$ cat src/rtl/exp7_unidade_controle.sv
`default_nettype none
// +--------------------------------------------------------------------------+
// | Module   : exp7_unidade_controle                                         |
// | Purpose  : Moore control unit for the exp7 memory game (Genius-style).   |
// |            Plays the stored sequence, collects and checks the player's   |
// |            moves, appends a new move per round in modo2, and reports     |
// |            victory, defeat and timeout.                                  |
// | Config   : TIMEOUT_EN - when defined, ESPERA/ESPERA_NOVA run the move    |
// |            timer and may expire into TIMEOUT; when undefined they wait   |
// |            indefinitely and TIMEOUT is unreachable.                      |
// | Ports    : clock, reset (sync, active-low), iniciar                      |
// |            conditions : jogada_feita, jogada_correta,                    |
// |                         enderecoIgualRodada                              |
// |            config     : nivel_jogadas_reg, nivel_tempo_reg, modo2_reg    |
// |            flags      : meioCR, fimCR, meioTM, fimTM, meioTempo,         |
// |                         fimTempo                                         |
// |            strobes    : zeraR, registraR, zeraC, contaC, registraN,      |
// |                         contaTempo, zeraCR, zeraTempo, contaCR, zeraTM,  |
// |                         contaTM, ativa_leds_mem, ativa_leds_jog, toca,   |
// |                         gravaM                                           |
// |            status     : pronto, ganhou, perdeu, timeout, db_estado       |
// | Revision : 1.0 - initial release                                         |
// +--------------------------------------------------------------------------+
module exp7_unidade_controle #(
  parameter int ESTADO_W = 5
) (
  input  logic                clock,
  input  logic                reset,
  input  logic                iniciar,
  input  logic                jogada_feita,
  input  logic                jogada_correta,
  input  logic                enderecoIgualRodada,
  input  logic                nivel_jogadas_reg,
  input  logic                nivel_tempo_reg,
  input  logic                modo2_reg,
  input  logic                meioCR,
  input  logic                fimCR,
  input  logic                meioTM,
  input  logic                fimTM,
  input  logic                meioTempo,
  input  logic                fimTempo,
  output logic                zeraR,
  output logic                registraR,
  output logic                zeraC,
  output logic                contaC,
  output logic                registraN,
  output logic                contaTempo,
  output logic                zeraCR,
  output logic                zeraTempo,
  output logic                contaCR,
  output logic                zeraTM,
  output logic                contaTM,
  output logic                ativa_leds_mem,
  output logic                ativa_leds_jog,
  output logic                toca,
  output logic                gravaM,
  output logic                pronto,
  output logic                ganhou,
  output logic                perdeu,
  output logic                timeout,
  output logic [ESTADO_W-1:0] db_estado
);

  typedef enum logic [4:0] {
    INICIAL        = 5'h00,
    PREPARACAO     = 5'h01,
    INICIO_RODADA  = 5'h02,
    MOSTRA         = 5'h03,
    INTERVALO      = 5'h04,
    PROXIMO_MOSTRA = 5'h05,
    ZERA_END       = 5'h06,
    ESPERA         = 5'h07,
    REGISTRA       = 5'h08,
    FEEDBACK       = 5'h09,
    COMPARA        = 5'h0A,
    PROXIMA_JOGADA = 5'h0B,
    PROXIMA_NOVA   = 5'h0C,
    ESPERA_NOVA    = 5'h0D,
    GRAVA_NOVA     = 5'h0E,
    PROXIMA_RODADA = 5'h0F,
    GANHOU         = 5'h10,
    PERDEU         = 5'h11,
    TIMEOUT        = 5'h12
  } estado_t;

  estado_t estado;
  estado_t proximo;

  // Last round is 16 (fimCR) or 8 (meioCR) depending on the difficulty level.
  logic ultima;
  assign ultima = nivel_jogadas_reg ? fimCR : meioCR;

`ifdef TIMEOUT_EN
  // Fast timing level gives the player half the move time.
  logic expirou;
  assign expirou = nivel_tempo_reg ? meioTempo : fimTempo;
`else
  // Timer flags have no effect when the timeout feature is compiled out.
  logic unused_tempo;
  assign unused_tempo = ^{nivel_tempo_reg, meioTempo, fimTempo};
`endif

  always_ff @(posedge clock) begin
    if (!reset) estado <= INICIAL;
    else        estado <= proximo;
  end

  always_comb begin
    proximo        = estado;
    zeraR          = 1'b0;
    registraR      = 1'b0;
    zeraC          = 1'b0;
    contaC         = 1'b0;
    registraN      = 1'b0;
    contaTempo     = 1'b0;
    zeraCR         = 1'b0;
    zeraTempo      = 1'b0;
    contaCR        = 1'b0;
    zeraTM         = 1'b0;
    contaTM        = 1'b0;
    ativa_leds_mem = 1'b0;
    ativa_leds_jog = 1'b0;
    toca           = 1'b0;
    gravaM         = 1'b0;
    pronto         = 1'b0;
    ganhou         = 1'b0;
    perdeu         = 1'b0;
    timeout        = 1'b0;
    unique case (estado)
      INICIAL: if (iniciar) proximo = PREPARACAO;
      PREPARACAO: begin
        zeraR = 1'b1; zeraC = 1'b1; zeraCR = 1'b1;
        zeraTempo = 1'b1; zeraTM = 1'b1; registraN = 1'b1;
        proximo = INICIO_RODADA;
      end
      INICIO_RODADA: begin
        zeraC = 1'b1; zeraTM = 1'b1;
        proximo = MOSTRA;
      end
      MOSTRA: begin
        ativa_leds_mem = 1'b1; toca = 1'b1; contaTM = 1'b1;
        if (meioTM) proximo = INTERVALO;
      end
      INTERVALO: begin
        contaTM = 1'b1;
        if (fimTM) proximo = enderecoIgualRodada ? ZERA_END : PROXIMO_MOSTRA;
      end
      PROXIMO_MOSTRA: begin
        contaC = 1'b1; zeraTM = 1'b1;
        proximo = MOSTRA;
      end
      ZERA_END: begin
        zeraC = 1'b1; zeraTempo = 1'b1;
        proximo = ESPERA;
      end
      // A move in the same cycle as expiry wins: the player beat the clock.
      ESPERA: begin
`ifdef TIMEOUT_EN
        contaTempo = 1'b1;
        if (jogada_feita) proximo = REGISTRA;
        else if (expirou) proximo = TIMEOUT;
`else
        if (jogada_feita) proximo = REGISTRA;
`endif
      end
      REGISTRA: begin
        registraR = 1'b1; zeraTempo = 1'b1; zeraTM = 1'b1;
        proximo = FEEDBACK;
      end
      FEEDBACK: begin
        ativa_leds_jog = 1'b1; toca = 1'b1; contaTM = 1'b1;
        if (meioTM) proximo = COMPARA;
      end
      COMPARA: begin
        if (!jogada_correta)           proximo = PERDEU;
        else if (!enderecoIgualRodada) proximo = PROXIMA_JOGADA;
        else if (ultima)               proximo = GANHOU;
        else if (modo2_reg)            proximo = PROXIMA_NOVA;
        else                           proximo = PROXIMA_RODADA;
      end
      PROXIMA_JOGADA: begin
        contaC = 1'b1; zeraTempo = 1'b1;
        proximo = ESPERA;
      end
      PROXIMA_NOVA: begin
        contaC = 1'b1; zeraTempo = 1'b1;
        proximo = ESPERA_NOVA;
      end
      ESPERA_NOVA: begin
`ifdef TIMEOUT_EN
        contaTempo = 1'b1;
        if (jogada_feita) proximo = GRAVA_NOVA;
        else if (expirou) proximo = TIMEOUT;
`else
        if (jogada_feita) proximo = GRAVA_NOVA;
`endif
      end
      GRAVA_NOVA: begin
        gravaM = 1'b1; registraR = 1'b1;
        proximo = PROXIMA_RODADA;
      end
      PROXIMA_RODADA: begin
        contaCR = 1'b1; zeraC = 1'b1; zeraTM = 1'b1; zeraTempo = 1'b1;
        proximo = MOSTRA;
      end
      GANHOU: begin
        pronto = 1'b1; ganhou = 1'b1;
        if (iniciar) proximo = PREPARACAO;
      end
      PERDEU: begin
        pronto = 1'b1; perdeu = 1'b1;
        if (iniciar) proximo = PREPARACAO;
      end
`ifdef TIMEOUT_EN
      TIMEOUT: begin
        pronto = 1'b1; perdeu = 1'b1; timeout = 1'b1;
        if (iniciar) proximo = PREPARACAO;
      end
`endif
      // Unused codes recover to INICIAL.
      default: proximo = INICIAL;
    endcase
  end

  assign db_estado = ESTADO_W'(estado);

endmodule
`default_nettype wire

$ cat config.mk
export PLATFORM = sky130hd
export DESIGN_NAME = exp7_unidade_controle
export DESIGN_NICKNAME = d
export VERILOG_FILES = /design/src/rtl/exp7_unidade_controle.sv
export SDC_FILE = /design/constraint.sdc
export NUM_CORES = 1
export LEC_CHECK = 0
export BUFFER_PORTS_ARGS = -buffer_cell sky130_fd_sc_hd__buf_2
export CORE_ASPECT_RATIO = 0.7
export CORE_MARGIN = 2
export CORE_UTILIZATION = 35
export CTS_BUF_LIST = sky130_fd_sc_hd__clkbuf_4 sky130_fd_sc_hd__clkbuf_8 sky130_fd_sc_hd__clkbuf_16
export CTS_CLUSTER_SIZE = 30
export DETAILED_ROUTE_END_ITERATION = 10
export PLACE_DENSITY = 0.67
export SYNTH_ARGS = -nofsm -noshare
export SYNTH_HDL_FRONTEND = slang
export SYNTH_SLANG_ARGS = --single-unit
$ cat constraint.sdc
create_clock -name clock -period 2.8 [get_ports clock]
set_clock_uncertainty 0.2 [all_clocks]
set_input_delay 0.14 -clock clock [delete_from_list [all_inputs] [get_ports clock]]
set_output_delay 0.14 -clock clock [all_outputs]
set_load 0.02 [all_outputs]
==> results of run 1 <==
## cell usage after synthesis (2+ instances only)
| cell type | n |
|---|---|
| o21ai_0 | 7 |
| mux2i_1 | 2 |
| buf_6 | 2 |
| dfxtp_1 | 5 |
| nand2_1 | 10 |
| a32o_1 | 2 |
| a21oi_1 | 4 |
| nand2b_1 | 4 |
| nor4b_1 | 2 |
| inv_1 | 3 |
| nor2_1 | 15 |
| nor4_1 | 2 |
| nand3_1 | 2 |
| clkbuf_8 | 2 |
| nor2b_1 | 4 |
| buf_4 | 5 |
| nor3_1 | 3 |
| a211o_1 | 2 |
| a211oi_1 | 2 |
| buf_2 | 3 |
| a311oi_1 | 2 |
## logic make-up (layout without fill, tap and decap cells)
kind of cell / Yosys count / after routing / synth area share, %
other: 1 / 2 / 0.487
AND/OR/NAND/NOR: 54 / 54 / 40.2
multiplexers: 3 / 3 / 4.07
buffers and inverters: 16 / 43 / 15.3
flip-flops: 5 / 5 / 13.0
XOR/XNOR: 2 / 2 / 2.28
AO/OA/AOI/OAI: 25 / 25 / 24.7
## how the worst min path moves through the flow
| stage | to | cells past startpoint | startpoint | slack (ns) |
|---|---|---|---|---|
| global route | db_estado[4] | 4 | iniciar | 0.05 |
| finish | db_estado[4] | 4 | iniciar | 0.06 |
| global placement | db_estado[2] | 2 | reset | 0.24 |
| CTS | db_estado[4] | 4 | iniciar | 0.04 |
| detailed placement | db_estado[2] | 2 | reset | 0.25 |
| floorplan | db_estado[2] | 1 | reset | 0.08 |
## power breakdown
group / internal (mW) / switching (mW)
logic: 0.259 / 0.351
clock network: 0.0517 / 0.0315
registers: 0.0911 / 0.0833
## repair_timing
item	in CTS	in global routing
endpoints found under the hold margin	1	0
hold buffers	1	0
resized for setup	0	0
## stage by stage
step | cells | instance area [um2]
after floorplan | 107 | 773
after global placement | 161 | 887
after detailed placement | 161 | 887
after CTS | 166 | 925
after global routing | 166 | 925
final | 166 | 925
## layer usage
layer	GRT usage [%]	vias to the layer above	routed length [um]
met5	0	-	0
met4	1.78	0	8
met3	4.27	2	160
met2	23.3	45	808
met1	22.3	367	959
li1	-	429	-
## worst register-to-register path: stages, from the launching register on
cell	delay [ns]
dfxtp_1	0.74
nand2_1	0.26
nor4_2	0.29
o21ai_0	0.13
and4b_1	0.21
o31ai_2	0.22
## layout by cell type (no fill, tap or decap), types with 2 or more instances in the layout
cell type	n
buf_2	33
nor2_1	15
nand2_1	10
o21ai_0	7
dfxtp_1	5
nand2b_1	4
nor2b_1	4
a21oi_1	4
nor3_1	3
inv_1	3
clkbuf_4	3
nor4b_1	2
nor4_1	2
mux2i_1	2
nand3_1	2
a311oi_1	2
a211oi_1	2
a32o_1	2
a211o_1	2
conb_1	2
buf_4	2
## cell type report
cell class / count / area (um2) / share of cell area (%)
Inverter: 3 / 11.3 / 1.22
Clock buffer: 3 / 22.5 / 2.44
Sequential cell: 5 / 100 / 10.8
Clock inverter: 1 / 5.00 / 0.541
Multi-Input combinational cell: 86 / 556 / 60.1
Tap cell: 32 / 40.0 / 4.33
Timing Repair Buffer: 36 / 190 / 20.6
==> metrics, run 1 <==
DRT antenna net count=0; fin crit period=2.26 ns; Worst Setup EP=contaC; crit path from=db_estado[1]; Worst slew margin=55.3%; CTS tree=done; Worst Setup End Kind=output pin; sequential fraction of the synthesis area=13.0%; hold slack=0.0556 ns; Worst Path Required=2.46 ns; CP top delay family=flip-flops; die width=60.0 um; FFs w/ async S/R, synth=0%; vias in the first global route=671; initial antenna violation count=0; Critical Path Slowest Stage Cell=dfxtp_1; Crit path largest cell delay=0.74 ns; PnR Total Power=0.867 mW; Critical Path AT=1.92 ns; DRC viols=0; Longest Clk Path Bufs=2; TritonCTS Buffers=3; Slew @ Worst Pin=0.669 ns; cell taking the most area after synthesis=dfxtp_1; largest net degree at the start of global routing=21; DIE HEIGHT=43.2 um; number of fill cells=214; full die area=2600 um2; RSZ-0062 raised after global routing=false; Most common cell on crit path=nor2_1; utilization after layout=43.6%; flops & latches, synth=5; DP Worst Slack=0.687 ns; GRT Util Overall=15.4%; syn avg cell area=7.26 um2; Final Setup Violations=0; Synth Instances=106; status=completed; Fin Setup TNS=0 ns; routed length per instance=11.7 um; GR Overflow Total=0; # nets final=150; max reg flops=5; Top FF cell, synth=dfxtp_1; Area growth, synth to finish=20.2%; starting density of the core=36.3%; Clock Pin Slew Worst Setup and Hold Paths=0.05 ns; via/cell ratio=5.08; Power Density=938 nW/um2; hpwl dp=1.48 mm; Cell variety after synth=44; top cells by area, synth=dfxtp_1 (13%), nor2_1 (7.3%), buf_4 (4.9%), nand2_1 (4.9%), o21ai_0 (4.6%); via count=843; max-cap violations=0; share of cells above drive strength 1=38.1%; Synth Warn #=0; fmax=0.443 GHz; Critical Path, Cell by Cell=nand2_1, nor2_1, nor2_1, a211oi_1, buf_2; H-Tree Depth=1; clock net sink count=5; Port Buffers=33; Root Driver=clkbuf_4; CP max FO=19; cells on worst reg2reg path=5; GPL Wtd Cong=0.864; first-pass GRT wire length=3.08 mm; CP Class=flip-flop to output pin; FF-to-FF End=db_estado[0]; Antenna diodes=0; Stages on worst setup path=5; final worst slack=0.541 ns; Final Cycle Share=80.7%; Slew Viols, Final=0; worst skew pair latency=0.24 ns; Final Hold Vio Count=0; peak supply drop=0.250 mV; Synth top area share=13.0%; Synth Cell Area=769 um2; LEAKAGE=0.444 nW; Core ar.=2120 um2; kind of start point of the critical path=flip-flop; Buf/Inv on CP=1; reg2reg setup slack=0.64 ns; Routed Wire Length=1.94 mm; number of I/O pins=39; Iter 0 DRT Violations=43; HP Class=input pin to flip-flop; First-pass DRT Iterations=4; reg2reg start=db_estado[1]; row cnt=14; # Post-CTS Setup Buffers=0; EDFF count, synth=0
(Power assumes the default switching activity.)
==> run 2, diff against run 1 <==
ABC_AREA = 1   (was not set)
PLACE_DENSITY = 0.68   (was 0.67)
clock period = 2.09 ns   (was 2.8 ns; I/O delays follow)
==> metrics, run 2 <==
Seq pwr share=18.0% (was 20.1%); P_int=0.395 mW (was 0.401 mW); Crit path largest cell delay=0.48 ns (was 0.74 ns); Design Area, Final=928 um2 (was 925 um2); row cnt=13 (was 14); Final Setup Violations=0 (unchanged); Power Density=943 nW/um2 (was 938 nW/um2); Critical Path AT=1.61 ns (was 1.92 ns); peak supply drop=0.620 mV (was 0.250 mV); Final Cycle Share=91.5%; share of cells above drive strength 1=38.8% (was 38.1%); GPL Wtd Cong=0.904 (was 0.864); top cells by count, synth=nand2_1 (37), nand3_1 (18), inv_1 (13) (was nor2_1 (15), nand2_1 (10), o21ai_0 (7)); DP Worst Slack=0.227 ns (was 0.687 ns); fin crit period=1.91 ns; Critical Path, Cell by Cell=nor2_2, inv_1, nor3_2, nor3b_1, nand3_1, buf_2 (was nand2_1, nor2_1, nor2_1, a211oi_1, buf_2); FFs w/ async S/R, synth=0% (unchanged); Metal-1 WL=976 um (was 959 um); Iter 0 DRT Violations=43 (unchanged); Routed Wire Length=2.12 mm (was 1.94 mm); sequential fraction of the synthesis area=13.8% (was 13.0%); Antenna diodes=0 (unchanged); metal2 WL=903 um (was 808 um); hpwl dp=1.74 mm (was 1.48 mm); clock net sink count=5 (unchanged); starting density of the core=38.1% (was 36.3%); Sw Share=54.8% (was 53.7%); max-cap violations=0 (unchanged); CP top delay family=simple AND/OR/NAND/NOR gates (was flip-flops); first-pass GRT wire length=3.35 mm (was 3.08 mm); kind of start point of the critical path=flip-flop (unchanged); status=completed (unchanged); H-Tree Depth=1 (unchanged); fmax=0.523 GHz; highest routed metal layer=met3 (was met4); DRC viols=0 (unchanged); First-pass DRT Iterations=5 (was 4); Final Hold Vio Count=0 (unchanged); RSZ-0062 raised after global routing=false (unchanged); max reg flops=5 (unchanged); via count=927 (was 843); DIE HEIGHT=42.1 um (was 43.2 um); P_sw=0.480 mW (was 0.466 mW); HP Class=input pin to flip-flop (unchanged); final worst slack=0.178 ns (was 0.541 ns); routed length per instance=11.4 um (was 11.7 um); Core ar.=1900 um2 (was 2120 um2); # nets final=181 (was 150); most frequent cell after synthesis=nand2_1 (was nor2_1); LEAKAGE=0.573 nW (was 0.444 nW); Synth Warn #=0 (unchanged); Root Driver=clkbuf_4 (unchanged); die width=58.4 um (was 60.0 um); Buf/Inv on CP=2 (was 1); PnR Total Power=0.876 mW (was 0.867 mW); Longest Clk Path Bufs=2 (unchanged); Synth top area share=19.1% (was 13.0%); Synth Instances=131 (was 106); Worst Path Required=1.79 ns (was 2.46 ns); TritonCTS Buffers=3 (unchanged); Clock Pin Slew Worst Setup and Hold Paths=0.04 ns (was 0.05 ns); EDFF count, synth=0 (unchanged); Critical Path Slowest Stage Cell=dfxtp_1 (unchanged); largest net degree at the start of global routing=14 (was 21); GR Overflow Total=0 (unchanged); full die area=2460 um2 (was 2600 um2); Area growth, synth to finish=27.9% (was 20.2%); Top FF cell, synth=dfxtp_1 (unchanged); vias in the first global route=807 (was 671); commonest non-fill, non-tap cells in the layout=nand2_1 (37), buf_2 (33), nand3_1 (18) (was buf_2 (33), nor2_1 (15), nand2_1 (10)); Gate power share=68.0% (was 70.3%); Synth Cell Area=726 um2 (was 769 um2); via/cell ratio=4.96 (was 5.08); number of I/O pins=39 (unchanged); worst skew pair latency=0.24 ns (about the same); commonest non-fill, non-tap cell in the layout=nand2_1 (was buf_2); Port Buffers=33 (unchanged); CTS tree=done (unchanged); syn avg cell area=5.54 um2 (was 7.26 um2); Cell variety after synth=23 (was 44); dpl cell area=881 um2 (was 887 um2); Worst Setup End Kind=output pin (unchanged); GRT Util Overall=17.4% (was 15.4%); DRT antenna net count=0 (unchanged); cell taking the most area after synthesis=nand2_1 (was dfxtp_1); CP max FO=7 (was 19); top cells by area, synth=nand2_1 (19%), dfxtp_1 (14%), nand3_1 (12%), inv_1 (6.7%), nor2_4 (6.2%) (was dfxtp_1 (13%), nor2_1 (7.3%), buf_4 (4.9%), nand2_1 (4.9%), o21ai_0 (4.6%)); CP Class=flip-flop to output pin (unchanged); flops & latches, synth=5 (unchanged); Slew Viols, Final=0 (unchanged); initial antenna violation count=0 (unchanged); routed length on met3=243 um (was 160 um); Fin Setup TNS=0 ns (unchanged); share of total power in the clock network=14.0% (was 9.6%)
run 2: cell count changes after synthesis, sizes merged, moves of 3 or more:
cell / previous run / this run
a21oi: 4 / 7
buf: 10 / 5
clkbuf: 3 / 0
inv: 3 / 19
nand2: 10 / 44
nand2b: 4 / 0
nand3: 2 / 19
nand4: 0 / 3
nor2b: 6 / 0
o21ai: 8 / 3
run 2: repair_timing:
| item | CTS | global route |
|---|---|---|
| endpoints found under the setup margin | 3 | 2 |
| hold buffers | 1 | 0 |
| setup buffers | 0 | 0 |
| resized for setup | 1 | 2 |
| hold endpoints to repair | 5 | 0 |
run 2: layout make-up:
| cell class | instances | area, um2 |
|---|---|---|
| inverter | 20 | 75.1 |
| sequential | 5 | 103 |
| fill | 215 | 975 |
| timing repair buffer | 34 | 175 |
| clock buffer | 4 | 30.0 |
| multi-input combinational | 102 | 518 |
| tap | 22 | 27.5 |
run 2: logic make-up (layout without fill, tap and decap cells):
logic type,Yosys count,count (layout),synth area share [%]
buf+inv,25,58,16.0
flops,5,5,13.8
compound gates,10,10,7.41
simple gates,90,90,62.2
other cells,1,2,0.517
run 2: final timing paths:
kind	startpoint	endpoint	slack (ns)	depth (start not counted)
hold / removal	jogada_correta	db_estado[4]	0.02	4
setup reg to reg	db_estado[2]	db_estado[2]	0.36	8
hold reg to reg	db_estado[4]	db_estado[4]	0.35	2
setup / recovery	db_estado[2]	zeraTM	0.18	6
run 2: metrics by stage:
stage | hold slack (ns) | std cells | util, %
2_1_floorplan | 0.0861 | 132 | -
3_3_place_gp | 0.194 | 182 | 46.3
3_5_place_dp | 0.201 | 182 | 46.3
4_1_cts | 0.0182 | 187 | 48.7
5_1_grt | 0.0431 | 187 | 48.8
6_report | 0.0211 | 187 | 48.8
run 2: power by group through the flow:
stage / logic (mW) / clock network (mW) / registers (mW)
after global routing: 0.653 / 0.143 / 0.161
final: 0.596 / 0.122 / 0.158
after floorplan: 0.437 / 0 / 0.173
after global placement: 0.587 / 0 / 0.154
after CTS: 0.601 / 0.128 / 0.156
after detailed placement: 0.594 / 0 / 0.158
run 2: tightest hold or removal path, delay by kind of cell:
kind / cells / cell delay [ns]
AO/OA/AOI/OAI: 1 / 0.06
buffers and inverters: 1 / 0.12
AND/OR/NAND/NOR: 2 / 0.12
run 2: layer usage:
layer | vias to the layer above | GRT usage (%)
li1 | 482 | -
met1 | 393 | 23.9
met2 | 52 | 26.7
met3 | 0 | 5.56
met4 | 0 | 2.79
met5 | - | 0
==> run 3, diff against run 2 <==
clock period = 2.1 ns   (was 2.09 ns; I/O delays follow)
==> metrics, run 3 (synthesis results as in run 2) <==
max-cap violations=0 (unchanged); TritonCTS Buffers=3 (unchanged); Routed Wire Length=2.06 mm (was 2.12 mm); LEAKAGE=0.576 nW (was 0.573 nW); commonest non-fill, non-tap cells in the layout=nand2_1 (37), buf_2 (33), nand3_1 (18) (unchanged); reg2reg start=db_estado[0] (was db_estado[2]); kind of start point of the critical path=flip-flop (unchanged); row cnt=13 (unchanged); Longest Clk Path Bufs=2 (unchanged); share of cells above drive strength 1=40.0% (was 38.8%); Area growth, synth to finish=28.8% (was 27.9%); largest net degree at the start of global routing=14 (unchanged); Clock Pin Slew Worst Setup and Hold Paths=0.04 ns (about the same); Critical Path AT=1.56 ns (was 1.61 ns); cells on worst reg2reg path=7 (was 8); DIE HEIGHT=42.1 um (unchanged); Root Driver=clkbuf_4 (unchanged); fmax=0.537 GHz; Final Cycle Share=88.7%; reg2reg setup slack=0.41 ns (was 0.36 ns); first-pass GRT wire length=3.37 mm (was 3.35 mm); initial antenna violation count=0 (unchanged); Critical Path Slowest Stage Cell=dfxtp_2 (was dfxtp_1); Crit path largest cell delay=0.36 ns (was 0.48 ns); DRC viols=0 (unchanged); clock net sink count=5 (unchanged); Port Buffers=33 (unchanged); utilization after layout=49.1% (was 48.8%); full die area=2460 um2 (unchanged); fin crit period=1.86 ns; Hold EP=db_estado[4] (unchanged); hpwl dp=1.71 mm (was 1.74 mm); GPL Wtd Cong=0.917 (was 0.904); Power Density=940 nW/um2 (was 943 nW/um2); commonest non-fill, non-tap cell in the layout=nand2_1 (unchanged); GR Overflow Total=0 (unchanged); routed length per instance=11.0 um (was 11.4 um); HP Class=input pin to flip-flop (unchanged); die width=58.4 um (unchanged); Fin Setup TNS=0 ns (unchanged); CP max FO=7 (unchanged); Worst Path Required=1.79 ns (about the same); Final Setup Violations=0 (unchanged); hold depth=4 (unchanged); vias in the first global route=766 (was 807); peak supply drop=0.464 mV (was 0.620 mV); Inst Count DP=182 (unchanged); hold path startpoint=jogada_correta (unchanged); H-Tree Depth=1 (unchanged); Core ar.=1900 um2 (unchanged); Worst Setup End Kind=output pin (unchanged); CTS tree=done (unchanged); Iter 0 DRT Violations=48 (was 43); number of I/O pins=39 (unchanged); RSZ-0062 raised after global routing=false (unchanged); max reg flops=5 (unchanged); status=completed (unchanged); worst skew pair latency=0.24 ns (about the same); Final Non-Filler Cells=187 (unchanged); Final Hold Vio Count=0 (unchanged); Antenna diodes=0 (unchanged); via/cell ratio=4.91 (was 4.96); GRT Util Overall=17.7% (was 17.4%); Slew Viols, Final=0 (unchanged); via count=919 (was 927); CP Class=flip-flop to output pin (unchanged); First-pass DRT Iterations=4 (was 5); starting density of the core=38.1% (unchanged); # nets final=181 (unchanged); Critical Path, Cell by Cell=nor2_2, inv_1, nor3_2, nor3b_2, nand3_1, buf_2 (was nor2_2, inv_1, nor3_2, nor3b_1, nand3_1, buf_2); DRT antenna net count=0 (unchanged); FF-to-FF End=db_estado[3] (was db_estado[2])
-- run 3: cell count changes in the layout (fill, tap and decap cells not counted) --
| cell | previous run | this run |
|---|---|---|
| dfxtp_2 | 2 | 3 |
| nor3b_2 | 0 | 1 |
| dfxtp_1 | 3 | 2 |
| nor3b_1 | 1 | 0 |
-- run 3: metal layers --
metal | GRT usage [%] | share of wire, % | vias to the layer above
met1 | 26.5 | 47 | 392
met4 | 1.40 | 0 | 0
met3 | 5.56 | 12 | 0
li1 | - | - | 482
met2 | 25.4 | 42 | 45
met5 | 0 | 0 | -
-- run 3: cell type report --
cell class / count / area, um2
inverter: 20 / 75.1
fill: 210 / 968
multi-input combinational: 102 / 523
timing repair buffer: 34 / 175
sequential: 5 / 104
clock buffer: 4 / 30.0
tap: 22 / 27.5
-- run 3: power breakdown --
part / switching, mW / internal (mW) / leakage, nW / total, mW
Sequential: 0.0397 / 0.115 / 0.0422 / 0.155
Clock: 0.0380 / 0.0846 / 0.0184 / 0.123
Combinational: 0.404 / 0.197 / 0.515 / 0.600
Total: 0.481 / 0.397 / 0.576 / 0.878
-- run 3: repair_timing --
item                                   in CTS  in global routing
hold buffers                                1                  0
buffers inserted                            0                  0
endpoints found under the hold margin       5                  0
setup endpoints to repair                   0                  3
gates resized for setup                     0                  5
-- run 3: worst max-delay path, delay by kind of cell (launching register included) --
| kind | cells | cell delay (ns) |
|---|---|---|
| buffers and inverters | 2 | 0.29 |
| AND/OR/NAND/NOR | 4 | 0.67 |
| flip-flops | 1 | 0.36 |
-- run 3: metrics by stage --
stage	hold WS (ns)	power, mW	worst slack (ns)	instance area (um2)
after floorplan	0.0866	0.608	0.0329	729
after global placement	0.194	0.736	0.364	881
after detailed placement	0.200	0.748	0.267	881
after CTS	0.0166	0.877	0.00141	921
after global routing	0.0376	0.961	0.0946	935
final	0.00792	0.878	0.237	935
-- run 3: how the worst max path moves through the flow --
stage	startpoint	end	slack, ns
6_report	db_estado[2]	zeraTM	0.24
5_1_grt	db_estado[0]	zeraTM	0.09
4_1_cts	db_estado[3]	zeraTM	0.001
3_5_place_dp	db_estado[3]	zeraTM	0.27
3_3_place_gp	db_estado[3]	zeraTM	0.36
2_1_floorplan	db_estado[2]	zeraTM	0.03
